### src/rtl/bus_arbiter_pkg.sv
// Shared definitions for the memory-bus arbiter and the pipeline stages that
// talk to it: ownership encodings and bus data-size codes.
package bus_arbiter_pkg;

  // Bus ownership; also used as the "selected master" code, with OWN_IDLE
  // meaning no master is driving the bus.
  typedef enum logic [1:0] {
    OWN_IDLE = 2'b00,
    OWN_I    = 2'b01,
    OWN_D    = 2'b10
  } own_e;

  // One-hot transfer sizes shared with the Fetch and Memory stages.
  localparam logic [2:0] SIZE_BYTE = 3'b001;
  localparam logic [2:0] SIZE_HALF = 3'b010;
  localparam logic [2:0] SIZE_WORD = 3'b100;

endpackage : bus_arbiter_pkg

### src/rtl/bus_starve_ctr.sv
// Fetch starvation counter: counts consecutive cycles the fetch side is
// denied the bus, saturates at all-ones and flags when the limit is reached.
module bus_starve_ctr #(
  parameter int unsigned STARVE_LIMIT = 8,
  parameter int unsigned CNT_W        = 8
) (
  input  logic clk,
  input  logic rst_i,      // synchronous, active-high
  input  logic clr_i,      // clear has priority over increment
  input  logic inc_i,
  output logic starved_o
);

  localparam logic [CNT_W-1:0] LIMIT_C = CNT_W'(STARVE_LIMIT);

  logic [CNT_W-1:0] cnt_q;
  logic [CNT_W-1:0] cnt_d;

  // Next count: clear, saturating increment, or hold.
  always_comb begin
    // NOTE: every combinational output gets a default first so no path can
    // leave it unassigned and infer a latch.
    cnt_d = cnt_q;
    if (clr_i) begin
      cnt_d = '0;
    end else if (inc_i && (cnt_q != '1)) begin
      cnt_d = cnt_q + 1'b1;
    end
  end

  // Counter register with synchronous reset.
  always_ff @(posedge clk) begin
    // NOTE: state is updated with non-blocking assignments so every register
    // samples the pre-edge values regardless of statement order.
    if (rst_i) begin
      cnt_q <= '0;
    end else begin
      cnt_q <= cnt_d;
    end
  end

  assign starved_o = (cnt_q >= LIMIT_C);

endmodule : bus_starve_ctr

### src/rtl/bus_arbiter.sv
// Memory-bus arbiter between instruction fetch (I, read-only) and the Memory
// stage (D). D has default priority; a starvation counter forces I through
// at the next idle arbitration, and d_lock keeps the bus across a SWP pair.
// Grant is zero-latency: an idle bus forwards a request in the same cycle.
module bus_arbiter
  import bus_arbiter_pkg::*;
#(
  parameter int unsigned STARVE_LIMIT = 8,
  parameter int unsigned CNT_W        = 8
) (
  input  logic        clk,
  input  logic        Nrst,       // synchronous, active-high reset
  // fetch side
  input  logic [31:0] i_addr,
  input  logic        i_rd_req,
  output logic [31:0] i_rd_data,
  output logic        i_wait,
  // memory-stage side
  input  logic [31:0] d_addr,
  input  logic        d_rd_req,
  input  logic        d_wr_req,
  input  logic [31:0] d_wr_data,
  input  logic [2:0]  d_size,
  input  logic        d_lock,
  output logic [31:0] d_rd_data,
  output logic        d_wait,
  // bus side
  output logic [31:0] busaddr,
  output logic        rd_req,
  output logic        wr_req,
  output logic [31:0] wr_data,
  output logic [2:0]  data_size,
  input  logic        rw_wait,
  input  logic [31:0] rd_data,
  // debug
  output logic [1:0]  owner
);

  own_e own_q;
  own_e own_d;
  own_e sel;
  logic d_req;
  logic sel_req;
  logic starved;
  logic cnt_clr;
  logic cnt_inc;

  assign d_req = d_rd_req | d_wr_req;

  // Select the master driving the bus this cycle; nobody while in reset.
  always_comb begin
    sel = OWN_IDLE;
    if (!Nrst) begin
      unique case (own_q)
        OWN_I:   sel = OWN_I;
        OWN_D:   sel = OWN_D;
        default: begin
          if (starved && i_rd_req) sel = OWN_I;
          else if (d_req)          sel = OWN_D;
          else if (i_rd_req)       sel = OWN_I;
        end
      endcase
    end
  end

  // Whether the selected master is actually asking for a transfer; an owner
  // that drops its request puts nothing on the bus and releases it.
  always_comb begin
    unique case (sel)
      OWN_I:   sel_req = i_rd_req;
      OWN_D:   sel_req = d_req;
      default: sel_req = 1'b0;
    endcase
  end

  // Route the selected master onto the bus; fetch is always a word read.
  always_comb begin
    busaddr   = 'x;
    rd_req    = 1'b0;
    wr_req    = 1'b0;
    wr_data   = 'x;
    data_size = 'x;
    unique case (sel)
      OWN_I: begin
        busaddr   = i_addr;
        rd_req    = i_rd_req;
        data_size = SIZE_WORD;
      end
      OWN_D: begin
        busaddr   = d_addr;
        rd_req    = d_rd_req;
        wr_req    = d_wr_req;
        wr_data   = d_wr_data;
        data_size = d_size;
      end
      default: ;
    endcase
  end

  // Stalls: the selected master follows the bus; the other stalls only if it
  // is asking. Both are held in reset.
  always_comb begin
    i_wait = 1'b1;
    d_wait = 1'b1;
    if (!Nrst) begin
      i_wait = (sel == OWN_I) ? rw_wait : i_rd_req;
      d_wait = (sel == OWN_D) ? rw_wait : d_req;
    end
  end

  // Next owner: hold while in flight, keep D across a locked completion,
  // otherwise release so the next cycle re-arbitrates.
  always_comb begin
    own_d = OWN_IDLE;
    if (sel_req && rw_wait) begin
      own_d = sel;
    end else if ((sel == OWN_D) && sel_req && d_lock) begin
      own_d = OWN_D;
    end
  end

  // Ownership register with synchronous reset.
  always_ff @(posedge clk) begin
    if (Nrst) begin
      own_q <= OWN_IDLE;
    end else begin
      own_q <= own_d;
    end
  end

  // Fetch denied while asking counts up; completion or no request clears.
  assign cnt_clr = !i_rd_req || ((sel == OWN_I) && !rw_wait);
  assign cnt_inc = i_rd_req && (sel != OWN_I);

  bus_starve_ctr #(
    .STARVE_LIMIT (STARVE_LIMIT),
    .CNT_W        (CNT_W)
  ) u_starve_ctr (
    .clk       (clk),
    .rst_i     (Nrst),
    .clr_i     (cnt_clr),
    .inc_i     (cnt_inc),
    .starved_o (starved)
  );

  assign i_rd_data = rd_data;
  assign d_rd_data = rd_data;
  assign owner     = sel;

endmodule : bus_arbiter

### config.mk
export PLATFORM = sky130hd
export DESIGN_NAME = bus_arbiter
export DESIGN_NICKNAME = d
export VERILOG_FILES = /design/src/rtl/bus_arbiter_pkg.sv /design/src/rtl/bus_starve_ctr.sv /design/src/rtl/bus_arbiter.sv
export SDC_FILE = /design/constraint.sdc
export NUM_CORES = 1
export LEC_CHECK = 0
export CORE_AREA = 2 2 107 109
export CTS_BUF_LIST = sky130_fd_sc_hd__clkbuf_4
export DETAILED_ROUTE_END_ITERATION = 6
export DIE_AREA = 0 0 109 111
export PLACE_DENSITY = 0.6
export SLEW_MARGIN = 0
export SYNTH_ARGS = -nofsm -noshare
export SYNTH_HDL_FRONTEND = slang
export SYNTH_SLANG_ARGS = --single-unit
### constraint.sdc
create_clock -name clk -period 3.3 [get_ports clk]
set_input_delay 0.66 -clock clk [delete_from_list [all_inputs] [get_ports clk]]
set_output_delay 0.66 -clock clk [all_outputs]
set_load 0.02 [all_outputs]
==> run metrics <==
CTS clk-pin slew, worst paths 0.07 ns; maximum number of pins on one net before global-route repair 14; post-synthesis register bit count 10; maximum clock frequency 309 MHz; CTS tree yes; worst min path class reg2reg; hold path start u_starve_ctr.cnt_q[6]; final routed DRC violation total 0; shortest clock period the worst path allows after layout about 3.2 ns; vertical extent of the die about 110 um; Final Instance Count excl. Fillers 396; Initial Utilization 16.4%; last weighted congestion value of the routability-driven placer ~0.81; Finish-stage setup viols 0; result of the run completed; global-route usage over all layers 9.23%; clk_lat worst skew about 0.27 ns; Power Dens Cells between 200 and 250 nW/um^2; Post-Syn Instances 214; worst-case clock skew 0.00244 ns; most frequent standard cell in the layout excluding fill and tap cells sky130_fd_sc_hd__clkdlybuf4s50_1; number of max-capacitance violations reported 0; total cell area at the placement stage between 2000 and 3000 um^2; share of layout cells above drive strength 1 43.1%; final cycle utilization of the critical path a little over nine tenths; WL final 6.21 mm; launch point of the worst reg-to-reg path u_starve_ctr.cnt_q[5]; most common flop cell mapped by yosys sky130_fd_sc_hd__dfxtp_1; post-layout instance area 2600 um^2; DR WL/cell approximately 16 um; worst slew margin relative to its limit 73.8%; required time at the endpoint of the critical path 2.64 ns; classification of the worst setup path reg2out; total global routing overflow 0; Worst Path Max Fanout 6; number of cells traversed by the worst register-to-register path 11; leakage power 1.03 nW; worst hold endpoint u_starve_ctr.cnt_q[6]; number of global-route vias before repair 1,526; final hold violation count 0; sink count of the clock tree 10; synthesized area 1810 um^2; portion of synthesized cell area occupied by the leading cell type 39.8%; setup repair after global routing missed its margin true; number of nets produced by synthesis 359; htree depth 1; share of synthesized registers carrying an async set or reset 0%; Seq/Total Area, Yosys between 10 and 15%; total clock buffers created by CTS 3; number of DRC violations after detailed-routing iteration 0 45; max-slew violation count 0; wire length of the first global-routing pass 8.46 mm; row cnt 39; transition time at the pin with the least slew margin 0.391 ns; Critical Path AT around 2.6 ns; crit path capture type primary output; die width 109 um; Layout Area Growth over Synthesis 43.4%; worst hold margin between 0.5 and 0.6 ns; number of synthesized flops with an enable pin 0; antenna cell count 0; mean instance size in the synthesized netlist 8.47 um^2; Yosys Warn Count 0; Hold-fix buffers, CTS 0; commonest cells after routing, fill and taps aside sky130_fd_sc_hd__clkdlybuf4s50_1 (72), sky130_fd_sc_hd__mux2_2 (29), sky130_fd_sc_hd__buf_4 (22); Inst Count DP 386; clock tree root driver cell sky130_fd_sc_hd__clkbuf_4; Reg-to-Reg End u_starve_ctr.cnt_q[7]; Peak VDD IR around 0.074 mV; top-level port count 275; number of antenna violations at the first check in global routing 0; count of input and output buffers ~110; clock buffer depth 2; minimum setup slack after placement -0.707 ns; vias per cell 3.86; overall via count from detail_route 1,528; PnR worst setup slack 0.0665 ns; Synth area leaders sky130_fd_sc_hd__buf_4 (40%), sky130_fd_sc_hd__mux2_2 (20%), sky130_fd_sc_hd__dfxtp_1 (11%); worst setup slack for register-to-register paths around 0.42 ns; biggest area consumer among synthesized cells sky130_fd_sc_hd__buf_4; count of distinct cell types in the synthesized netlist 36; antenna viol nets, final 0; DP HPWL 5.01 mm; Std-Cell Core Area 11,100 um^2; crit path launch type flip-flop; Min-Delay Path Depth 2; DIE AREA approximately 12,000 um^2; router iterations before antenna repair 4; count of nets after finishing 399
layout make-up:
cell class | instances | area, um^2
Sequential cell | 10 | 201
Clock buffer | 3 | 22.5
Clock inverter | 1 | 3.75
Fill cell | 1215 | 8480
Tap cell | 143 | 179
Inverter | 8 | 30.0
Timing Repair Buffer | 135 | 1250
Multi-Input combinational cell | 96 | 911
registers in the layout (all words and copies together), names as in the netlist:
name and flops:
own_q 2, u_starve_ctr.cnt_q 8
power breakdown:
part | switching (mW) | internal [mW]
combinational | 0.148 | 0.204
sequential | 0.000783 | 0.122
clock | 0.0439 | 0.0437
cell families after synthesis:
group | after synthesis | synth area share (%)
AND/OR/NAND/NOR | 33 | 11.0
flip-flops | 10 | 11.0
multiplexers | 34 | 21.0
buffers and inverters | 108 | 42.8
adder cells (fa/ha/maj) | 7 | 4.83
XOR/XNOR | 4 | 1.93
AO/OA/AOI/OAI | 18 | 7.39
cells in the mapped netlist (2+ instances only):
cell                        n
sky130_fd_sc_hd__and2b_2    2
sky130_fd_sc_hd__mux2i_1    2
sky130_fd_sc_hd__xor2_1     3
sky130_fd_sc_hd__o21ai_0    3
sky130_fd_sc_hd__dfxtp_1   10
sky130_fd_sc_hd__buf_4     96
sky130_fd_sc_hd__inv_1      8
sky130_fd_sc_hd__nand2_1    4
sky130_fd_sc_hd__nand4_1    2
sky130_fd_sc_hd__a211o_1    2
sky130_fd_sc_hd__ha_1       7
sky130_fd_sc_hd__a21oi_1    5
sky130_fd_sc_hd__o211ai_1   3
sky130_fd_sc_hd__and3_1     4
sky130_fd_sc_hd__and2_1     3
sky130_fd_sc_hd__buf_2      2
sky130_fd_sc_hd__nand2b_1   2
sky130_fd_sc_hd__nor2_1     7
sky130_fd_sc_hd__mux2_2    32
worst max-delay path, stage by stage (launching register included):
cell	delay, ns
sky130_fd_sc_hd__dfxtp_1	0.31
sky130_fd_sc_hd__or4_4	0.55
sky130_fd_sc_hd__o21ai_4	0.22
sky130_fd_sc_hd__a31oi_4	0.13
sky130_fd_sc_hd__nor2_4	0.16
sky130_fd_sc_hd__ha_4	0.26
sky130_fd_sc_hd__clkbuf_16	0.18
sky130_fd_sc_hd__mux2_2	0.34
sky130_fd_sc_hd__buf_4	0.16
worst max-delay path by stage:
stage,start,endpoint,slack (ns)
2_1_floorplan,d_wr_req,busaddr[10],0.02
3_3_place_gp,d_wr_req,busaddr[5],-0.70
3_5_place_dp,d_wr_req,busaddr[5],-0.71
4_1_cts,d_wr_req,busaddr[1],0.0007
5_1_grt,u_starve_ctr.cnt_q[5],busaddr[6],-0.03
6_report,u_starve_ctr.cnt_q[5],busaddr[11],0.07
per-stage QoR:
stage | power, mW | TNS (ns) | util [%]
floorplan | 0.441 | 0 | -
global placement | 0.471 | -24.00 | 22.8
detailed placement | 0.472 | -24.42 | 22.8
CTS | 0.539 | 0 | 22.0
global route | 0.601 | -0.504 | 23.5
finish | 0.562 | 0 | 23.5
metal layers:
metal	up-vias	wire [um]	track usage [%]
met4	0	18	1.97
met3	2	845	4.12
met5	-	0	0
li1	697	-	-
met2	114	3310	17.8
met1	715	2040	8.71
timing repair:
action                                  in CTS  in global routing
gates cloned                                 1                  2
endpoints found under the setup margin      40                 20
pin swaps                                    2                  7
gates resized for setup                    155                 37
buffers inserted                             0                  3
Power figures use the tool's default switching activity.
